$ cat config.mk
export PLATFORM = sky130hd
export DESIGN_NAME = matmul_ctrl
export DESIGN_NICKNAME = d
export VERILOG_FILES = /design/src/rtl/matmul_pkg.sv /design/src/rtl/matmul_step_cnt.sv /design/src/rtl/matmul_ctrl.sv
export SDC_FILE = /design/constraint.sdc
export NUM_CORES = 1
export LEC_CHECK = 0
export BUFFER_PORTS_ARGS = -buffer_cell sky130_fd_sc_hd__buf_2
export CORE_MARGIN = 2
export CORE_UTILIZATION = 48
export DETAILED_ROUTE_END_ITERATION = 16
export PLACE_DENSITY = 0.84
export SLEW_MARGIN = 30
export SYNTH_ARGS = -nofsm -noshare
export SYNTH_HDL_FRONTEND = slang
export SYNTH_SLANG_ARGS = --single-unit
$ cat constraint.sdc
create_clock -name clk_i -period 2.7 [get_ports clk_i]
set_input_delay 0.54 -clock clk_i [delete_from_list [all_inputs] [get_ports clk_i]]
set_output_delay 0.54 -clock clk_i [all_outputs]
set_load 0.05 [all_outputs]
$ cat src/rtl/matmul_pkg.sv
// Shared definitions for the systolic matmul datapath: default sizes, sequencer state codes
// and the RUN phase length.
package matmul_pkg;

    localparam int unsigned DATA_WIDTH_DEF = 8;
    localparam int unsigned DIM_DEF        = 4;

    localparam logic [1:0] ST_IDLE  = 2'd0;
    localparam logic [1:0] ST_CLEAR = 2'd1;
    localparam logic [1:0] ST_RUN   = 2'd2;
    localparam logic [1:0] ST_HOLD  = 2'd3;

    // Operand feed (DIM) plus skew drain (2*DIM-1) through the array.
    function automatic int unsigned run_cycles(input int unsigned dim);
        return 3 * dim - 1;
    endfunction

endpackage

$ cat src/rtl/matmul_step_cnt.sv
// RUN step counter: synchronous clear, enable, saturates on the last step.
// Also decodes the last step and the operand-feed phase (steps 0..DIM-1).
module matmul_step_cnt import matmul_pkg::*; #(
    parameter int unsigned DIM   = DIM_DEF,
    parameter int unsigned CNT_W = 6
) (
    input  logic             clk_i,
    input  logic             rst_ni,
    input  logic             clr,
    input  logic             en,
    output logic [CNT_W-1:0] step,
    output logic             last_step,
    output logic             feed_phase
);

    localparam logic [CNT_W-1:0] LAST     = CNT_W'(run_cycles(DIM) - 1);
    localparam logic [CNT_W-1:0] FEED_END = CNT_W'(DIM);

    logic [CNT_W-1:0] step_q, step_d;

    always_comb begin
        step_d = step_q;
        if (clr) begin
            step_d = '0;
        end else if (en && !last_step) begin
            step_d = step_q + CNT_W'(1);
        end
    end

    always_ff @(posedge clk_i or negedge rst_ni) begin
        if (!rst_ni) begin
            step_q <= '0;
        end else begin
            step_q <= step_d;
        end
    end

    assign step       = step_q;
    assign last_step  = (step_q == LAST);
    assign feed_phase = (step_q < FEED_END);

endmodule

$ cat src/rtl/matmul_ctrl.sv
// Job sequencer for a DIM x DIM systolic MAC array: clear, feed, flush, hold results.
// Optional synchronous job abort enabled by defining MATMUL_CTRL_ABORT_EN.
module matmul_ctrl import matmul_pkg::*; #(
    parameter int unsigned DATA_WIDTH = DATA_WIDTH_DEF,
    parameter int unsigned DIM        = DIM_DEF,
    parameter int unsigned CNT_W      = 6
) (
    input  logic                   clk_i,
    input  logic                   rst_ni,
    input  logic                   start_i,
    output logic                   busy_o,
    output logic                   done_o,
    output logic                   res_valid_o,
    output logic                   rd_en_o,
    output logic [$clog2(DIM)-1:0] rd_idx_o,
    output logic                   feed_valid_o,
    output logic                   pe_start_o,
    input  logic [DIM*DIM-1:0]     pe_ovf_i,
    output logic                   ovf_o
`ifdef MATMUL_CTRL_ABORT_EN
    ,
    input  logic                   abort_i
`endif
);

    localparam int unsigned IDX_W = $clog2(DIM);

    if (DATA_WIDTH == 0 || DIM < 2 || DIM > 16 || (1 << CNT_W) <= 3 * DIM) begin : g_param_chk
        $error("matmul_ctrl: illegal DATA_WIDTH/DIM/CNT_W combination");
    end

    logic [1:0]       state_q, state_d;
    logic             ovf_q, ovf_d;
    logic             done_q, done_d;
    logic [CNT_W-1:0] step;
    logic             last_step, feed_phase;
    logic             abort;
    logic             feeding;

`ifdef MATMUL_CTRL_ABORT_EN
    assign abort = abort_i && (state_q == ST_CLEAR || state_q == ST_RUN);
`else
    assign abort = 1'b0;
`endif

    matmul_step_cnt #(
        .DIM   (DIM),
        .CNT_W (CNT_W)
    ) u_step_cnt (
        .clk_i      (clk_i),
        .rst_ni     (rst_ni),
        .clr        (state_q == ST_CLEAR),
        .en         (state_q == ST_RUN),
        .step       (step),
        .last_step  (last_step),
        .feed_phase (feed_phase)
    );

    always_comb begin
        state_d = state_q;
        case (state_q)
            ST_IDLE:  if (start_i) state_d = ST_CLEAR;
            ST_CLEAR: state_d = abort ? ST_IDLE : ST_RUN;
            ST_RUN: begin
                if (abort) begin
                    state_d = ST_IDLE;
                end else if (last_step) begin
                    state_d = ST_HOLD;
                end
            end
            ST_HOLD:  if (start_i) state_d = ST_CLEAR;
            default:  state_d = ST_IDLE;
        endcase
    end

    // Overflow is zeroed as a job is accepted so it already reads 0 during CLEAR.
    always_comb begin
        ovf_d = ovf_q;
        if (state_d == ST_CLEAR || abort) begin
            ovf_d = 1'b0;
        end else if (state_q == ST_RUN) begin
            ovf_d = ovf_q | (|pe_ovf_i);
        end
    end

    assign done_d = (state_q == ST_RUN) && (state_d == ST_HOLD);

    always_ff @(posedge clk_i or negedge rst_ni) begin
        if (!rst_ni) begin
            state_q <= ST_IDLE;
            ovf_q   <= 1'b0;
            done_q  <= 1'b0;
        end else begin
            state_q <= state_d;
            ovf_q   <= ovf_d;
            done_q  <= done_d;
        end
    end

    assign feeding      = (state_q == ST_RUN) && feed_phase;
    assign busy_o       = (state_q == ST_CLEAR) || (state_q == ST_RUN);
    assign done_o       = done_q;
    assign res_valid_o  = (state_q == ST_HOLD) && !start_i;
    assign rd_en_o      = feeding;
    assign rd_idx_o     = feeding ? step[IDX_W-1:0] : '0;
    assign feed_valid_o = feeding;
    assign pe_start_o   = (state_q == ST_RUN) || (state_q == ST_HOLD);
    assign ovf_o        = ovf_q;

endmodule

==> results.md <==
- Status: completed
- Pwr per Cell Area: 1420 mW/mm^2
- Clock Tree Buf Depth: 2
- Drt first pass iters: 4
- Fin crit share: 0.889
- Clock transition at path regs: 0.06 ns
- CP Buf/Inv Count: 2
- Vias in the first global route: 493
- Io pins: 28
- Fin. max-slew vios: 0
- Initial DRC count: 9
- Worst setup EP type: primary output
- Num CTS Buffers: 3
- Crit path max-delay family: simple AND/OR/NAND/NOR gates
- Worst Slack Setup Final: 0.299 ns
- Worst-Margin Slew: 0.369 ns
- Arrival time worst endpoint: 1.86 ns
- Post-DR wirelength/cell: 12.4 um
- Grt total ovfl: 0
- CTS tree: built
- CP Cell Sequence: inv_1 -> ha_1 -> nand2b_1 -> nor4_4 -> and2_1 -> buf_2
- Top cell type's share of synthesized area: 0.398
- Finished Layout Cells: 110
- Post-Syn Area: 628 sq um
- Vias per cell: 5.26
- Slowest CP cell: dfrtp_1
- EDFF count, synth: 0
- Synth cell count leaders: 10 x dfrtp_1, 7 x nand2_1, 7 x nor2_1, 5 x ha_1
- Crit start category: flip-flop
- Max-cap viol count: 0
- H-tree depth: 1
- Largest net degree at the start of global routing: 11
- Initial antenna violation count: 0
- Synth cell types: 29
- PortBufs: 27
- Setup CP Type: flip-flop to primary output
- DP Wirelength: 1060 um
- Final GP Congestion: 0.732
- Relative slew margins: 0.754
- CTS sink cnt: 10
- Chip width: 40.2 um
- Slowest stage delay, CP: 0.42 ns
- Worst-case clock skew: 0.000436 ns
- Diode count: 0
- Setup WS pre-CTS: 0.601 ns
- Top_reg_cell synth: dfrtp_1
- Synth top area cells: dfrtp_1 40%, ha_1 10%, nand2_1 4.2%
- Clock latency at the later pin of the worst-skew pair: 0.26 ns
- Placed Cells: 106
- # rows: 13
- First-pass GRT wire length: 2090 um
- Post_cts resized: 0
- Post-route antenna net violation count: 0
- Crit-path max FO: 9
- Setup_tns: 0 ns
- Flops & latches, synth: 10
- Fmax: 416 MHz
- Yosys warnings: 0
- # nets final: 120
- Layout cells sized above 1: 0.400
- RSZ-0062 raised after global routing: false
- Count leader, synth: dfrtp_1
- Post-CTS setup buffers: 0
- Area added between synthesis and finish: 29.7%
- Cells after Synth: 66
- Clock period minus worst slack: 2.40 ns
- Lkg Pwr: 0.000414 uW
- Synth async-reset ratio: 1.00
- All-Layer GR Usage: 0.205
- Maximum vdd drop: 0.714 mV
- Post-synth top area cell: dfrtp_1
- Final count of hold timing violations: 0
- Initial Utilization: 0.501
- Cts hold-fix bufs: 0
- Hold WS: 0.127 ns
- Post-synthesis sequential area ratio: 0.398
- WP data required: 2.16 ns
- DIE AREA: 0.00161 sq mm
- Core ar.: 0.00125 sq mm
- Power Total: 1160 uW
- Fillers: 108
- DR DRC count: 0
- Hold Crit Class: primary input to async pin
- Mapped Nets: 90
- Clk root buf: clkbuf_4
- Wire length after detailed routing: 1370 um
- Chip Height: 40.2 um
- Syn Area/Cell: 9.52 sq um
- Via Count: 579
- Endpoints failing setup: 0
-- final cells by class --
class,instances,area (sq um),area share
Tap cell,15,18.8,0.0230
Sequential cell,10,250,0.307
Inverter,4,15.0,0.0184
Multi-Input combinational cell,50,359,0.441
Timing Repair Buffer,27,135,0.166
Clock buffer,4,36.3,0.0445
-- worst reg2reg max path, delay by kind of cell (launching register included) --
| kind | cells | cell delay [ns] |
|---|---|---|
| flip-flops | 1 | 0.44 |
| AND/OR/NAND/NOR | 3 | 0.69 |
| adder cells (fa/ha/maj) | 1 | 0.14 |
| AO/OA/AOI/OAI | 1 | 0.12 |
| buffers and inverters | 1 | 0.08 |
-- stage by stage --
| step | utilization | area, sq um |
|---|---|---|
| global placement | 0.621 | 778 |
| floorplan | - | 643 |
| finish | 0.650 | 815 |
| detailed placement | 0.621 | 778 |
| CTS | 0.650 | 815 |
| global route | 0.650 | 815 |
-- sequential cells by signal, summed over array words and instances, names as in the netlist --
signal           count
ovf_o                1
state_q              2
done_o               1
u_step_cnt.step      6
-- final timing paths --
kind	start	end	slack, ns	cells past startpoint
min	rst_ni	state_q[0]	0.13	1
max reg2reg	u_step_cnt.step[0]	state_q[0]	1.15	6
min reg2reg	state_q[1]	state_q[1]	0.62	2
max	state_q[0]	rd_idx_o[1]	0.30	6
max in group asynchronous	rst_ni	u_step_cnt.step[0]	2.38	1
min in group clk_i	start_i	state_q[1]	0.50	2
-- cells in the final DEF, fill, tap and decap left out, types with 2 or more instances in the layout --
cell and count:
and2_1 2, nand4_1 2, nor2_1 7, nor4_1 3, buf_2 27, nand2_1 7, or4_1 2, clkbuf_4 3
xor2_1 3, inv_1 4, a21oi_1 2, dfrtp_1 10, ha_1 5
-- logic make-up (layout without fill, tap and decap cells) --
| kind of cell | count (synthesis) | after routing | share of synthesized area |
|---|---|---|---|
| AND/OR/NAND/NOR | 31 | 31 | 0.265 |
| AO/OA/AOI/OAI | 10 | 10 | 0.127 |
| flip-flops | 10 | 10 | 0.398 |
| buffers and inverters | 6 | 35 | 0.0538 |
| adder cells (fa/ha/maj) | 5 | 5 | 0.0996 |
| XOR/XNOR | 4 | 4 | 0.0558 |
-- report_power, final --
group | switching [uW] | leakage (uW) | internal, uW
Combinational | 507 | 0.000265 | 235
Sequential | 70.9 | 0.000127 | 211
Clock | 50.2 | 0.0000210 | 81.9
Total | 628 | 0.000414 | 528
-- per-layer routing --
layer | track usage | vias up | share of wire
li1 | - | 292 | -
met1 | 0.235 | 271 | 0.40
met2 | 0.327 | 14 | 0.54
met3 | 0.106 | 2 | 0.050
met4 | 0.0667 | 0 | 0.0059
met5 | 0 | - | 0
No activity file was read; power rests on OpenSTA's default activity.
